--- config.mk ---
export PLATFORM = sky130hd
export DESIGN_NAME = rotation_line_parser_flat
export DESIGN_NICKNAME = d
export VERILOG_FILES = /design/src/rtl/rotation_line_parser_if.sv /design/src/rtl/rotation_line_parser.sv /design/src/flat_wrapper.sv
export SDC_FILE = /design/constraint.sdc
export NUM_CORES = 1
export LEC_CHECK = 0
export BUFFER_PORTS_ARGS = -buffer_cell sky130_fd_sc_hd__buf_4
export CORE_MARGIN = 2
export CORE_UTILIZATION = 52
export CTS_CLUSTER_DIAMETER = 100
export DETAILED_ROUTE_END_ITERATION = 10
export MAX_ROUTING_LAYER = met4
export PLACE_DENSITY = 0.85
export SLEW_MARGIN = 40
export SYNTH_ARGS = -nofsm -noshare
export SYNTH_HDL_FRONTEND = slang
export SYNTH_SLANG_ARGS = --single-unit
--- constraint.sdc ---
create_clock -name clk -period 3.22 [get_ports clk]
set_clock_uncertainty 0.05 [all_clocks]
set_input_delay 0.161 -clock clk [delete_from_list [all_inputs] [get_ports clk]]
set_output_delay 0.161 -clock clk [all_outputs]
set_load 0.02 [all_outputs]
--- src/rtl/rotation_line_parser_if.sv ---
// Handshake bundle between the byte source, the rotation line parser and the
// downstream BCD converter / accumulator chain.
//   slave  : parser view (consumes bytes, produces records)
//   master : environment view (produces bytes, consumes records)
interface rotation_line_parser_if #(
    parameter int VAL_W = 10
);
    logic [7:0]       in_data;
    logic             in_valid;
    logic             in_last;
    logic             in_ready;
    logic [VAL_W-1:0] rot_val;
    logic             rot_dir;
    logic             rot_valid;
    logic             rot_ready;

    modport slave (
        input  in_data,
        input  in_valid,
        input  in_last,
        output in_ready,
        output rot_val,
        output rot_dir,
        output rot_valid,
        input  rot_ready
    );

    modport master (
        output in_data,
        output in_valid,
        output in_last,
        input  in_ready,
        input  rot_val,
        input  rot_dir,
        input  rot_valid,
        output rot_ready
    );
endinterface

--- src/rtl/rotation_line_parser.sv ---
// Rotation line parser: turns an ASCII stream of lines such as "R45\n" or
// "L123\n" into registered (magnitude, direction) records with valid/ready
// flow control on both sides.
// Optional feature macro: PARSER_ERR_EN adds err_pulse / err_count outputs.
//
// state  | meaning
// IDLE   | between lines; waits for 'R'/'L', ignores '\n', '\r', ' '
// DIR    | direction latched; waits for the first digit
// DIGITS | accumulating decimal magnitude; '\n' or in_last emits
// SKIP   | malformed line; discards bytes up to '\n' or in_last
module rotation_line_parser #(
    parameter int VAL_W = 10,
    parameter int CNT_W = 16
) (
    input  logic                 clk,
    input  logic                 rst,
    rotation_line_parser_if.slave bus,
    output logic [CNT_W-1:0]     line_count,
    output logic                 busy
`ifdef PARSER_ERR_EN
    ,
    output logic                 err_pulse,
    output logic [CNT_W-1:0]     err_count
`endif
);

    localparam int ACC_W = VAL_W + 4;
    localparam logic [ACC_W-1:0] ACC_MAX = {4'b0000, {VAL_W{1'b1}}};

    localparam logic [7:0] CH_R  = 8'h52;
    localparam logic [7:0] CH_L  = 8'h4C;
    localparam logic [7:0] CH_LF = 8'h0A;
    localparam logic [7:0] CH_CR = 8'h0D;
    localparam logic [7:0] CH_SP = 8'h20;
    localparam logic [7:0] CH_0  = 8'h30;
    localparam logic [7:0] CH_9  = 8'h39;

    typedef enum logic [1:0] {
        ST_IDLE,
        ST_DIR,
        ST_DIGITS,
        ST_SKIP
    } state_t;

    state_t           state;
    state_t           state_nxt;
    logic [ACC_W-1:0] acc;
    logic [ACC_W-1:0] acc_nxt;
    logic [ACC_W-1:0] acc_mul;
    logic [ACC_W-1:0] acc_sum;
    logic             dir;
    logic             dir_nxt;
    logic             in_ready;
    logic             accept;
    logic             is_digit;
    logic             is_term;
    logic             ovf;
    logic             emit;
    logic             err_cand;
    logic [3:0]       digit;
    logic [VAL_W-1:0] emit_val;
    logic [VAL_W-1:0] rot_val_q;
    logic             rot_dir_q;
    logic             rot_valid_q;
    logic [CNT_W-1:0] line_cnt_q;

    // A byte may only be taken when its possible record has a free slot.
    assign in_ready = !(rot_valid_q && !bus.rot_ready);
    assign accept   = bus.in_valid && in_ready;

    assign digit    = bus.in_data[3:0];
    assign is_digit = (bus.in_data >= CH_0) && (bus.in_data <= CH_9);
    assign is_term  = (bus.in_data == CH_LF) || bus.in_last;

    // acc*10 + digit, saturating at the largest magnitude the record can hold.
    // acc never exceeds ACC_MAX, so the product always fits in ACC_W bits.
    assign acc_mul  = (acc << 3) + (acc << 1) + {{(ACC_W-4){1'b0}}, digit};
    assign ovf      = (acc_mul > ACC_MAX);
    assign acc_sum  = ovf ? ACC_MAX : acc_mul;

    // A digit terminator (in_last on a digit) emits the freshly accumulated value.
    assign emit_val = is_digit ? acc_sum[VAL_W-1:0] : acc[VAL_W-1:0];

    // FSM state register.
    always_ff @(posedge clk) begin
        if (rst) begin
            state <= ST_IDLE;
        end else begin
            state <= state_nxt;
        end
    end

    // Next-state, accumulator update, emit and error decode for an accepted byte.
    always_comb begin
        state_nxt = state;
        acc_nxt   = acc;
        dir_nxt   = dir;
        emit      = 1'b0;
        err_cand  = 1'b0;
        if (accept) begin
            unique case (state)
                ST_IDLE: begin
                    if (bus.in_last) begin
                        state_nxt = ST_IDLE;
                    end else if ((bus.in_data == CH_R) || (bus.in_data == CH_L)) begin
                        state_nxt = ST_DIR;
                        dir_nxt   = (bus.in_data == CH_R);
                        acc_nxt   = '0;
                    end else if ((bus.in_data == CH_LF) || (bus.in_data == CH_CR) ||
                                 (bus.in_data == CH_SP)) begin
                        state_nxt = ST_IDLE;
                    end else begin
                        state_nxt = ST_SKIP;
                        err_cand  = 1'b1;
                    end
                end
                ST_DIR, ST_DIGITS: begin
                    if (is_digit) begin
                        acc_nxt  = acc_sum;
                        err_cand = ovf;
                        if (bus.in_last) begin
                            emit      = 1'b1;
                            state_nxt = ST_IDLE;
                        end else begin
                            state_nxt = ST_DIGITS;
                        end
                    end else if (is_term) begin
                        state_nxt = ST_IDLE;
                        if (state == ST_DIGITS) begin
                            emit = 1'b1;
                        end else begin
                            err_cand = 1'b1;
                        end
                    end else if ((state == ST_DIGITS) && (bus.in_data == CH_CR)) begin
                        state_nxt = ST_DIGITS;
                    end else begin
                        state_nxt = ST_SKIP;
                        err_cand  = 1'b1;
                    end
                end
                ST_SKIP: begin
                    if (is_term) begin
                        state_nxt = ST_IDLE;
                    end
                end
            endcase
        end
    end

    // Line datapath: magnitude accumulator and latched direction.
    always_ff @(posedge clk) begin
        if (rst) begin
            acc <= '0;
            dir <= 1'b0;
        end else begin
            acc <= acc_nxt;
            dir <= dir_nxt;
        end
    end

    // Output record slot and line counter; a same-edge emit reloads the slot.
    always_ff @(posedge clk) begin
        if (rst) begin
            rot_val_q   <= '0;
            rot_dir_q   <= 1'b0;
            rot_valid_q <= 1'b0;
            line_cnt_q  <= '0;
        end else if (emit) begin
            rot_val_q   <= emit_val;
            rot_dir_q   <= dir;
            rot_valid_q <= 1'b1;
            line_cnt_q  <= line_cnt_q + CNT_W'(1);
        end else if (bus.rot_ready) begin
            rot_valid_q <= 1'b0;
        end
    end

    assign bus.in_ready  = in_ready;
    assign bus.rot_val   = rot_val_q;
    assign bus.rot_dir   = rot_dir_q;
    assign bus.rot_valid = rot_valid_q;
    assign line_count    = line_cnt_q;
    assign busy          = (state != ST_IDLE) || rot_valid_q;

`ifdef PARSER_ERR_EN
    logic line_err;

    // Error pulse/counter; line_err limits reporting to the first error of a line.
    always_ff @(posedge clk) begin
        if (rst) begin
            line_err  <= 1'b0;
            err_pulse <= 1'b0;
            err_count <= '0;
        end else begin
            err_pulse <= err_cand && !line_err;
            if (err_cand && !line_err) begin
                err_count <= err_count + CNT_W'(1);
            end
            if (accept) begin
                line_err <= (state_nxt == ST_IDLE) ? 1'b0 : (line_err || err_cand);
            end
        end
    end
`else
    logic unused_err;
    assign unused_err = err_cand;
`endif

endmodule
--- src/flat_wrapper.sv ---
// flat-port wrapper written by rule: the top's interface ports become plain ports
module rotation_line_parser_flat 
#(
    parameter int VAL_W = 10,
    parameter int CNT_W = 16
)
  (clk, rst, line_count, busy, bus_in_data, bus_in_valid, bus_in_last, bus_in_ready, bus_rot_val, bus_rot_dir, bus_rot_valid, bus_rot_ready);
  rotation_line_parser_if #(.VAL_W(VAL_W)) bus_i ();
  input  logic clk;
  input  logic rst;
  output logic [CNT_W-1:0] line_count;
  output logic busy;
  input wire logic [$bits(bus_i.in_data)-1:0] bus_in_data;
  input wire logic [$bits(bus_i.in_valid)-1:0] bus_in_valid;
  input wire logic [$bits(bus_i.in_last)-1:0] bus_in_last;
  output wire logic [$bits(bus_i.in_ready)-1:0] bus_in_ready;
  output wire logic [$bits(bus_i.rot_val)-1:0] bus_rot_val;
  output wire logic [$bits(bus_i.rot_dir)-1:0] bus_rot_dir;
  output wire logic [$bits(bus_i.rot_valid)-1:0] bus_rot_valid;
  input wire logic [$bits(bus_i.rot_ready)-1:0] bus_rot_ready;
  assign bus_i.in_data = bus_in_data;
  assign bus_i.in_valid = bus_in_valid;
  assign bus_i.in_last = bus_in_last;
  assign bus_in_ready = bus_i.in_ready;
  assign bus_rot_val = bus_i.rot_val;
  assign bus_rot_dir = bus_i.rot_dir;
  assign bus_rot_valid = bus_i.rot_valid;
  assign bus_i.rot_ready = bus_rot_ready;
  rotation_line_parser #(.VAL_W(VAL_W), .CNT_W(CNT_W)) u_core (.clk(clk), .rst(rst), .bus(bus_i), .line_count(line_count), .busy(busy));
endmodule
After elaboration in Yosys (flattened, before gate mapping) --
Index checks and enable logic that the tools add are counted.
Storage, ports and cells: bits in registers 44, output and inout bits 30
Cells by class: $add $sub $neg 3, $lt $le $gt $ge 3, reduce and logical (&&, ||, !) cells 19, bitwise operators 1, eq/ne operators 12, mux-type cells 23
Operators with widths (number):
- $mux 13 | 4
- $pmux 13 s2 | 1
- $add 16x1->16 const B | 1
- $eq 8x4->1 const B | 2
- $eq 8x7->1 const B | 2
- $add 14x14->14 | 1
- $add 14x4->14 | 1
- $gt 14x10->1 const B | 1
- $mux 2 | 7
- $mux 10 | 1
- $mux 1 | 9
- $eq 8x6->1 const B | 1
- $ge 8x6->1 const B | 1
- $le 8x6->1 const B | 1
- $ne 2x1->1 const B | 3
- $pmux 2 s3 | 1
- $reduce_bool 2->1 | 3
- $logic_or 1x1->1 | 5
- $reduce_and 5->1 | 1
- $eq 2x2->1 const B | 2
- $logic_and 1x1->1 | 4
- $reduce_and 4->1 | 1
- $eq 2x1->1 const B | 1
- $logic_not 1->1 | 2
- 5 further kinds | 5

Longest topological paths before layout --
Gate-level depths: netlist (run 1).
word-level depth 7, gate-level depth with buffers 10, mapped depth without buffers 9

Worst setup path after synthesis (run 1) --
OpenSTA, ideal clock, no wires.
path type flip-flop to flip-flop, start register u_core.acc[0], end register u_core.acc[4], data arrival time 2889 ps, required time 3048 ps, buffers on the path 1, stages on the path, launching flop included 10, slack 160 ps, path through dfxtp_1 fa_1 fa_1 a211oi_1 o21bai_1 o22ai_1 mux2i_1 or3_4 buf_6 a221o_1
Between the ends: cells in the longest elaborated chain, start to end 6
Ends and longest elaborated chain:
- start: declaration | line rotation_line_parser.sv:47 | logic [ACC_W-1:0] acc;
- start signal: assignment | line rotation_line_parser.sv:156 | acc <= acc_nxt;
- $add 14x14->14 * | line rotation_line_parser.sv:77 | assign acc_mul = (acc << 3) + (acc << 1) + {{(ACC_W-4){1'b0}}, digit};
- $add 14x4->14 * | line rotation_line_parser.sv:77
- $gt 14x10->1 | line rotation_line_parser.sv:78 | assign ovf = (acc_mul > ACC_MAX);
- $mux 13 * | line rotation_line_parser.sv:79 | assign acc_sum = ovf ? ACC_MAX : acc_mul;
- $mux 13 * | line rotation_line_parser.sv:118 | if (is_digit) begin
- $pmux 13 s2 * | line rotation_line_parser.sv:101 | unique case (state)
Mark *: on every way between the ends. The rest lies on a longest branch, timed or not. The select of a mux whose other input is x is not followed. A chain may end at the register's enable or synchronous reset.

Worst setup path in the final report (run 1) --
start register u_core.acc[2], end register u_core.acc[8]
Same word-level chain as after synthesis.

==> impl_metrics.ini, run 1 <==
[cts]
cts_inserted_buffers = 5
clock-sinks = 44
clock_path_buffers = 2
cts_tree = yes
root_buffer = clkbuf_8
clk_latency_ns = 0.30
htreeDepth = 2
cts_hold_buf = 0
clkTransAtPathRegs_ns = 0.09
cts-resized-gates = 0
post_cts_buffers = 0

[sta]
slew_headroom_pct = 53.5
layout_min_cycle_time_ns = 3.06
hold_viol = 0
drv_slew = 0
worst_hold_slack_ns = 0.102
period_share_pct = 95.0
max_freq_mhz = 327
fin_setup_tns_ns = 0
tightestPinTransition_ns = 0.692
rsz0062_at_grt = false
report.final.setup_viol = 0

[global_routing]
grt_usage_pct = 22.8
grt_max_degree = 35
antenna_found_initial = 0
overflow = 0
grt_pass1_vias = 2412
grt_pass1_wl_um = 11000

[yosys]
ys_ff_latch = 44
synth_cells = 329
yosys-top-cells-area = dfxtp_1 31%, ha_1 12%, nor2_1 6.4%
yosysTopAreaCell = dfxtp_1
synth_warnings = 0
yosys-top-cells-count = 48 x nor2_1, 44 x dfxtp_1, 26 x ha_1, 24 x nand2_1, 14 x xnor2_1
synth.most_common_cell = nor2_1
synth-seq-area-share_pct = 31.2
yosys_most_used_dff = dfxtp_1
synth_async_sr_flop_share_pct = 0
synthesis.nets = 370
synth.top_cell.area_share_pct = 31.2
synth_edf_count = 0
synth_cell_types = 58
synth.avg_cell_area_um2 = 8.59
syn_area_um2 = 2830

[die]
core_area_um2 = 5170
num_rows = 26
dieArea_um2 = 6040
die_h_um = 77.7
die_w_um = 77.7
io_pins = 43
start_util_pct = 54.6

[hold_path]
hold_depth = 2
hp-class = input port to flop

[worst_setup_path]
startpoint_type = flop
worst-setup-path-type = flop to flop
endpoint_kind = flop
r2r_slack_ns = 0.16
cp_max_fo = 9
crit_start = u_core.acc[2]
worstPathArrival_ns = 3.20
r2r_cells = 8
regToRegStartpoint = u_core.acc[2]
worstPathRequired_ns = 3.36
r2r_end = u_core.acc[8]
endpoint = u_core.acc[8]

[finish]
antennaDiodeCount = 0
area_growth_pct = 16.6
nets = 409
fillers = 434
final_cells = 439
final_core_util_pct = 63.7
drive_gt1_share_pct = 18.7

[place]
hpwlAfterDp_um = 4940
gp_congestion = 0.945
io_buffer_count = 42
dp.cells = 431

[job]
cap_violations = 0

[drt]
avgRoutedWirePerCell_um = 14.6
drt-total-wl_um = 6430
avgViaCountPerCell = 5.82
dr.pass1.iters = 4
vias = 2556
route.detailed.drc = 0
drtAntennaViolNets = 0
drt_iter0_drc = 132

[pwr]
ir_worst_vdd_mv = 0.162
p_leak_uw = 0.00139
powerDensity_nw_per_um2 = 306

[status]
status = complete, no violations
## report_power, final
group / internal, uW / total [uW] / switching, uW / leakage [uW]
registers: 549 / 553 / 4.32 / 0.000355
logic: 40.0 / 98.4 / 58.4 / 0.000990
clock network: 154 / 357 / 204 / 0.0000404
total: 743 / 1010 / 266 / 0.00139
## kinds of logic after synthesis
family / synth area share, %
AOI/OAI and AO/OA: 20.5
xor gates and xnor gates: 7.30
adders and majority gates: 12.9
buffers and inverters: 4.12
DFF: 31.2
muxes: 1.06
and+or+nand+nor: 22.9
## worst min path at each step
stage	to	slack (ns)	startpoint
2_1_floorplan	u_core.bus.rot_val[0]	0.25	bus_in_data[0]
3_3_place_gp	u_core.acc[12]	0.40	u_core.acc[12]
3_5_place_dp	u_core.acc[11]	0.41	u_core.acc[11]
4_1_cts	u_core.bus.rot_val[0]	0.1	bus_in_data[0]
5_1_grt	u_core.bus.rot_val[0]	0.11	bus_in_data[0]
6_report	u_core.bus.rot_val[0]	0.10	bus_in_data[0]
## layout make-up
type / instances / area [um^2] / share of cell area, %
well taps: 70 / 87.6 / 2.66
repair buffers: 45 / 338 / 10.3
inverters: 13 / 48.8 / 1.48
clock buffers: 5 / 68.8 / 2.09
flip-flops and latches: 44 / 882 / 26.8
multi-input cells: 259 / 1850 / 56.0
clock inverters: 3 / 23.8 / 0.721
## registers in the layout, indices dropped and copies added (netlist names)
signal                flops
u_core.line_count        16
u_core.acc               13
u_core.bus.rot_val       10
u_core.state              2
u_core.bus.rot_dir        1
u_core.bus.rot_valid      1
u_core.dir                1
## stage by stage
stage / instance area, um^2 / total power [uW] / setup slack [ns]
final: 3300 / 1010 / 0.160
after global routing: 3300 / 1050 / 0.0247
after CTS: 3290 / 1010 / 0.139
after detailed placement: 3200 / 664 / 0.176
after global placement: 3200 / 663 / 0.222
after floorplan: 2830 / 625 / 0.160
## critical path, cell delays in order (launching register included)
cell and delay, ns:
dfxtp_1 0.40, fa_1 0.49, fa_1 0.51, a211oi_2 0.24, o21bai_1 0.12, o22ai_1 0.23, mux2i_1 0.13, or3_4 0.46
a221o_1 0.33
## layer usage
| metal | track usage, % | vias to the layer above | share of wire [%] |
|---|---|---|---|
| met2 | 37.2 | 79 | 48 |
| met1 | 29.4 | 1183 | 45 |
| met3 | 3.02 | 7 | 5.5 |
| met5 | - | - | 0 |
| met4 | 7.32 | 0 | 0.92 |
| li1 | - | 1287 | - |
## cells in the final DEF, fill, tap and decap left out, types with 4 or more instances in the layout
cell type	instances
nor2_1	48
buf_4	45
dfxtp_1	43
ha_1	26
nand2_1	24
xnor2_1	14
inv_1	13
a21oi_1	12
nor3_1	12
nand3_1	9
a211o_1	8
xor2_1	7
o21ai_1	7
a31oi_1	7
nor4_1	7
a211oi_1	6
nand4_1	5
clkbuf_8	5
o21ai_0	4
o31a_1	4
and2_1	4
a221o_1	4
Power figures use the tool's default switching activity.
==> inputs of run 2 (changes only) <==
--- a/config.mk
+++ b/config.mk
@@ -6,8 +6,10 @@
 export NUM_CORES = 1
 export LEC_CHECK = 0
 export BUFFER_PORTS_ARGS = -buffer_cell sky130_fd_sc_hd__buf_4
+export CELL_PAD_IN_SITES_DETAIL_PLACEMENT = 0
+export CELL_PAD_IN_SITES_GLOBAL_PLACEMENT = 1
 export CORE_MARGIN = 2
-export CORE_UTILIZATION = 52
+export CORE_UTILIZATION = 39
 export CTS_CLUSTER_DIAMETER = 100
 export DETAILED_ROUTE_END_ITERATION = 10
 export MAX_ROUTING_LAYER = met4
==> run 2 against run 1 <==
  * Count of clock-buffer cells in the layout is 1 higher
  * First-iteration DRC count is 20% higher
  * Final cell count is 6.6% higher
  * Sequential share of layout area is 0.49 points lower
  * Largest cell class unchanged
  * Hold slack worse by 0.0086 ns
  * Worst setup slack better by 0.024 ns
  * Cell area is 2.0% higher
  * Die area is 32% higher
  * Critical endpoint is now u_core.acc[7]
  * Non-clock buffer count stayed put
  * Via count is 0.12% higher
  * Global-route usage is 4.9 points lower
  * Maximum frequency is 0.81% higher
==> impl_metrics.ini, run 2 (synthesis results as in run 1) <==
[status]
status = complete, no violations

[finish]
drive_gt1_share_pct = 19.0
stdcell_area_um2 = 3360
layout.cells.most_common_list = 48 x nor2_1, 45 x buf_4, 42 x dfxtp_1, 26 x ha_1, 24 x nand2_1
largest_register_ffs = 16
area_growth_pct = 18.9
mostFrequentLayoutCell = nor2_1
nets = 409
antennaDiodeCount = 0

[global_routing]
top_usage_layer = met2
overflow = 0
use_met3_pct = 3.51
grt_max_degree = 35
grt_util_met2_pct = 27.5
grt_usage_pct = 17.9
grt_pass1_wl_um = 10900
grt_pass1_vias = 2279
antenna_found_initial = 0
grt.met1_usage_pct = 24.6

[place]
hpwlAfterDp_um = 5070
io_buffer_count = 42
place_ws_ns = 0.136
gp_congestion = 0.887
dpl_cell_area_um2 = 3230

[cts]
cts_tree = yes
root_buffer = clkbuf_8
htreeDepth = 2
clkTransAtPathRegs_ns = 0.09
post_cts_buffers = 0
clk_latency_ns = 0.30
clock_path_buffers = 2
clock-sinks = 44
cts_inserted_buffers = 5

[sta]
slew_headroom_pct = 50.3
layout_setup_ws_ns = 0.185
hold_viol = 0
report.final.setup_viol = 0
worst_hold_slack_ns = 0.0933
fin_setup_tns_ns = 0
period_share_pct = 94.3
max_freq_mhz = 329
layout_min_cycle_time_ns = 3.04
drv_slew = 0
rsz0062_at_grt = false
tightestPinTransition_ns = 0.739

[drt]
drt_iter0_drc = 158
dr.pass1.iters = 4
drt-total-wl_um = 6730
avgViaCountPerCell = 5.47
avgRoutedWirePerCell_um = 14.4
vias = 2559
drtAntennaViolNets = 0
route.detailed.drc = 0

[pwr]
p_leak_uw = 0.00141
ir_worst_vdd_mv = 0.158
powerDensity_nw_per_um2 = 329

[worst_setup_path]
r2r_slack_ns = 0.18
regToRegStartpoint = u_core.acc[0]
endpoint_kind = flop
r2r_end = u_core.acc[7]
startpoint_type = flop
r2r_cells = 8
worst-setup-path-type = flop to flop
worstPathArrival_ns = 3.16
worstPathRequired_ns = 3.35
cp_max_fo = 9

[die]
core_area_um2 = 7140
dieArea_um2 = 7940
die_h_um = 89.1
io_pins = 43
start_util_pct = 39.6
num_rows = 31
die_w_um = 89.1

[job]
cap_violations = 0

[hold_path]
hold_end = u_core.bus.rot_val[0]
hp-class = input port to flop
min_from = bus_in_data[0]
hold_depth = 2
## run 2: cell count changes in the layout (fill, tap and decap cells not counted), sizes merged
cell and delta:
clkbuf +1, bufinv +1, clkinvlp -2
## run 2: critical path: stages (launching register included)
cell	delay [ns]
dfxtp_2	0.35
fa_1	0.52
fa_1	0.50
a211oi_2	0.23
o21bai_1	0.12
o22ai_1	0.22
mux2i_1	0.13
or3_4	0.46
a221o_1	0.34
## run 2: layer usage
layer | vias up | wire length [um]
li1 | 1281 | -
met1 | 1215 | 3330
met2 | 59 | 3080
met3 | 4 | 278
met4 | 0 | 38
met5 | - | 0
## run 2: per-stage QoR
step                cells  power [uW]  util [%]
finish                468        1110      47.1
global route          468        1150      47.1
CTS                   468        1110      47.0
detailed placement    460         666      45.3
global placement      460         666      45.3
floorplan             329         625         -
## run 2: how the worst max path moves through the flow
stage                        from             to  slack (ns)
detailed placement  u_core.acc[2]  u_core.acc[7]        0.14
floorplan           u_core.acc[0]  u_core.acc[4]        0.16
global route        u_core.acc[0]  u_core.acc[7]        0.06
finish              u_core.acc[0]  u_core.acc[7]        0.18
CTS                 u_core.acc[2]  u_core.acc[7]        0.11
global placement    u_core.acc[0]  u_core.acc[8]        0.22
## run 2: where the power goes
part	leakage (uW)	internal (uW)	switching (uW)
registers	0.000356	549	4.38
clock network	0.0000614	254	199
logic	0.000990	40.0	59.8
## run 2: area by class of cell
type | count | area, um^2
multi-input cells | 259 | 1850
clock buffers | 6 | 82.6
clock inverters | 2 | 38.8
well taps | 99 | 124
inverters | 13 | 48.8
flip-flops and latches | 44 | 883
repair buffers | 45 | 338
fillers | 717 | 3770
## run 2: repair_timing
item                       in CTS  in global routing
setup endpoints to repair       0                  8
hold buffers                    0                  0
hold endpoints to repair        0                  0
gates resized for setup         0                  3
==> inputs of run 3 (changes only) <==
--- a/config.mk
+++ b/config.mk
@@ -9,11 +9,11 @@
 export CELL_PAD_IN_SITES_DETAIL_PLACEMENT = 0
 export CELL_PAD_IN_SITES_GLOBAL_PLACEMENT = 1
 export CORE_MARGIN = 2
-export CORE_UTILIZATION = 39
+export CORE_UTILIZATION = 43
 export CTS_CLUSTER_DIAMETER = 100
 export DETAILED_ROUTE_END_ITERATION = 10
 export MAX_ROUTING_LAYER = met4
-export PLACE_DENSITY = 0.85
+export PLACE_DENSITY = 0.88
 export SLEW_MARGIN = 40
 export SYNTH_ARGS = -nofsm -noshare
 export SYNTH_HDL_FRONTEND = slang
==> constraint.sdc (replaced) <==
create_clock -name clk -period 2.98 [get_ports clk]
set_clock_uncertainty 0.05 [all_clocks]
set_input_delay 0.149 -clock clk [delete_from_list [all_inputs] [get_ports clk]]
set_output_delay 0.149 -clock clk [all_outputs]
set_load 0.02 [all_outputs]
==> run 3 against run 2 <==
  * Flip-flop and latch count unchanged
  * Critical endpoint unchanged
  * Global-route usage increased by 1.3 points
  * Cell area grew 3.3%
  * Critical path type unchanged
  * Final cell count is 2.1% lower
  * Worst setup slack worse by 0.13 ns
==> impl_metrics.ini, run 3 (synthesis results as in run 1) <==
[status]
status = complete, no violations

[die]
io_pins = 43
core_area_um2 = 6350
die_h_um = 85.1
die_w_um = 85.1
start_util_pct = 44.5
num_rows = 29
dieArea_um2 = 7240

[worst_setup_path]
worst-path-buf-inv = 0
endpoint_kind = flop
path_cells = fa_2, ha_4, a211oi_4, o211ai_2, a211o_1, and3_4, or3_4, a221o_1
cpPeakStageDelay_ns = 0.59
crit_family = compound AO/OA/AOI/OAI gates
worstPathArrival_ns = 3.06
cp_max_fo = 5
startpoint_type = flop
worst-setup-path-type = flop to flop
slowest_stage = fa_2
worstPathRequired_ns = 3.12

[drt]
drtAntennaViolNets = 0
vias = 2555
route.detailed.drc = 0
drt_iter0_drc = 144
routed.top_layer = met4
avgRoutedWirePerCell_um = 14.7
wl_met3_um = 273
avgViaCountPerCell = 5.58
met2_wirelength_um = 3200
dr.pass1.iters = 4
drt-total-wl_um = 6740
wl_met1_um = 3200

[global_routing]
antenna_found_initial = 0
grt_usage_pct = 19.2
grt_pass1_wl_um = 11100
overflow = 0
grt_max_degree = 35
grt_pass1_vias = 2392

[place]
io_buffer_count = 42
hpwlAfterDp_um = 5000
place_ws_ns = 0.0135
gp_congestion = 0.874
dpl_cell_area_um2 = 3260

[finish]
layout.cells.most_common_list = 55 x buf_4, 48 x nor2_1, 41 x dfxtp_1, 24 x nand2_1, 24 x ha_1
drive_gt1_share_pct = 23.1
largest_register_ffs = 16
mostFrequentLayoutCell = buf_4
stdcell_area_um2 = 3470
nets = 421
antennaDiodeCount = 0
fillers = 571
area_growth_pct = 22.8

[cts]
root_buffer = clkbuf_8
htreeDepth = 2
clk_latency_ns = 0.30
clock-sinks = 44
cts_hold_buf = 0
clkTransAtPathRegs_ns = 0.09
clock_path_buffers = 2
cts_tree = yes
cts_inserted_buffers = 5

[sta]
period_share_pct = 98.1
hold_viol = 0
layout_setup_ws_ns = 0.0563
layout_min_cycle_time_ns = 2.92
max_freq_mhz = 342
drv_slew = 0
slew_headroom_pct = 46.5
worst_hold_slack_ns = 0.0852
report.final.setup_viol = 0
tightestPinTransition_ns = 0.795

[pwr]
p_leak_uw = 0.00146
ir_worst_vdd_mv = 0.228
powerDensity_nw_per_um2 = 338

[hold_path]
hp-class = input port to flop

[job]
cap_violations = 0
==> run 3: cell types whose count changed in the layout (fill, tap and decap cells not counted), sizes merged <==
cell	change
buf	+11
inv	+1
clkinvlp	+1
or3	+1
clkbuf	-1
clkinv	-1
==> run 3: layout make-up <==
class	count	area (um^2)	share of cell area [%]
Tap cell	77	96.3	2.77
Sequential cell	44	890	25.6
Timing Repair Buffer	56	433	12.5
Clock inverter	3	46.3	1.33
Clock buffer	5	68.8	1.98
Multi-Input combinational cell	260	1890	54.4
Inverter	13	48.8	1.41
==> run 3: metal layers <==
metal / GRT usage, % / up-vias
met5: - / -
met4: 4.04 / 0
met3: 2.82 / 8
met2: 31.4 / 57
met1: 25.3 / 1187
li1: - / 1303
==> run 3: path summary, 6_finish.rpt <==
| check | start | to | slack (ns) | cells after the start |
|---|---|---|---|---|
| worst max-delay path | u_core.acc[2] | u_core.acc[7] | 0.06 | 8 |
| worst min-delay path | bus_in_data[0] | u_core.bus.rot_val[0] | 0.09 | 2 |
| worst max register to register | u_core.acc[2] | u_core.acc[7] | 0.06 | 8 |
| worst min register to register | u_core.acc[12] | u_core.acc[12] | 0.42 | 1 |
==> run 3: what timing repair did <==
action / 4_1_cts / 5_1_grt
gates resized for setup: 0 / 9
buffers inserted: 0 / 5
endpoints found under the setup margin: 0 / 8
==> run 3: worst reg2reg max path: cells and delay by family (launching register included) <==
kind,cells,cell delay (ns)
fa+ha+maj,2,0.81
simple gates,2,0.60
compound gates,4,1.00
flops,1,0.36
==> run 3: report_power, final <==
group	internal, uW	total, uW	switching [uW]
clock	253	471	218
combinational	44.3	108	63.9
sequential	592	596	4.64
==> run 3: metrics by stage <==
stage                     std cells  TNS, ns  utilization, %  total power, uW
after floorplan                 329  -0.0540               -              675
after detailed placement        444        0            51.3              718
after global routing            458  -0.0325            54.7             1220
after CTS                       452        0            53.1             1180
final                           458        0            54.7             1180
after global placement          444        0            51.3              718
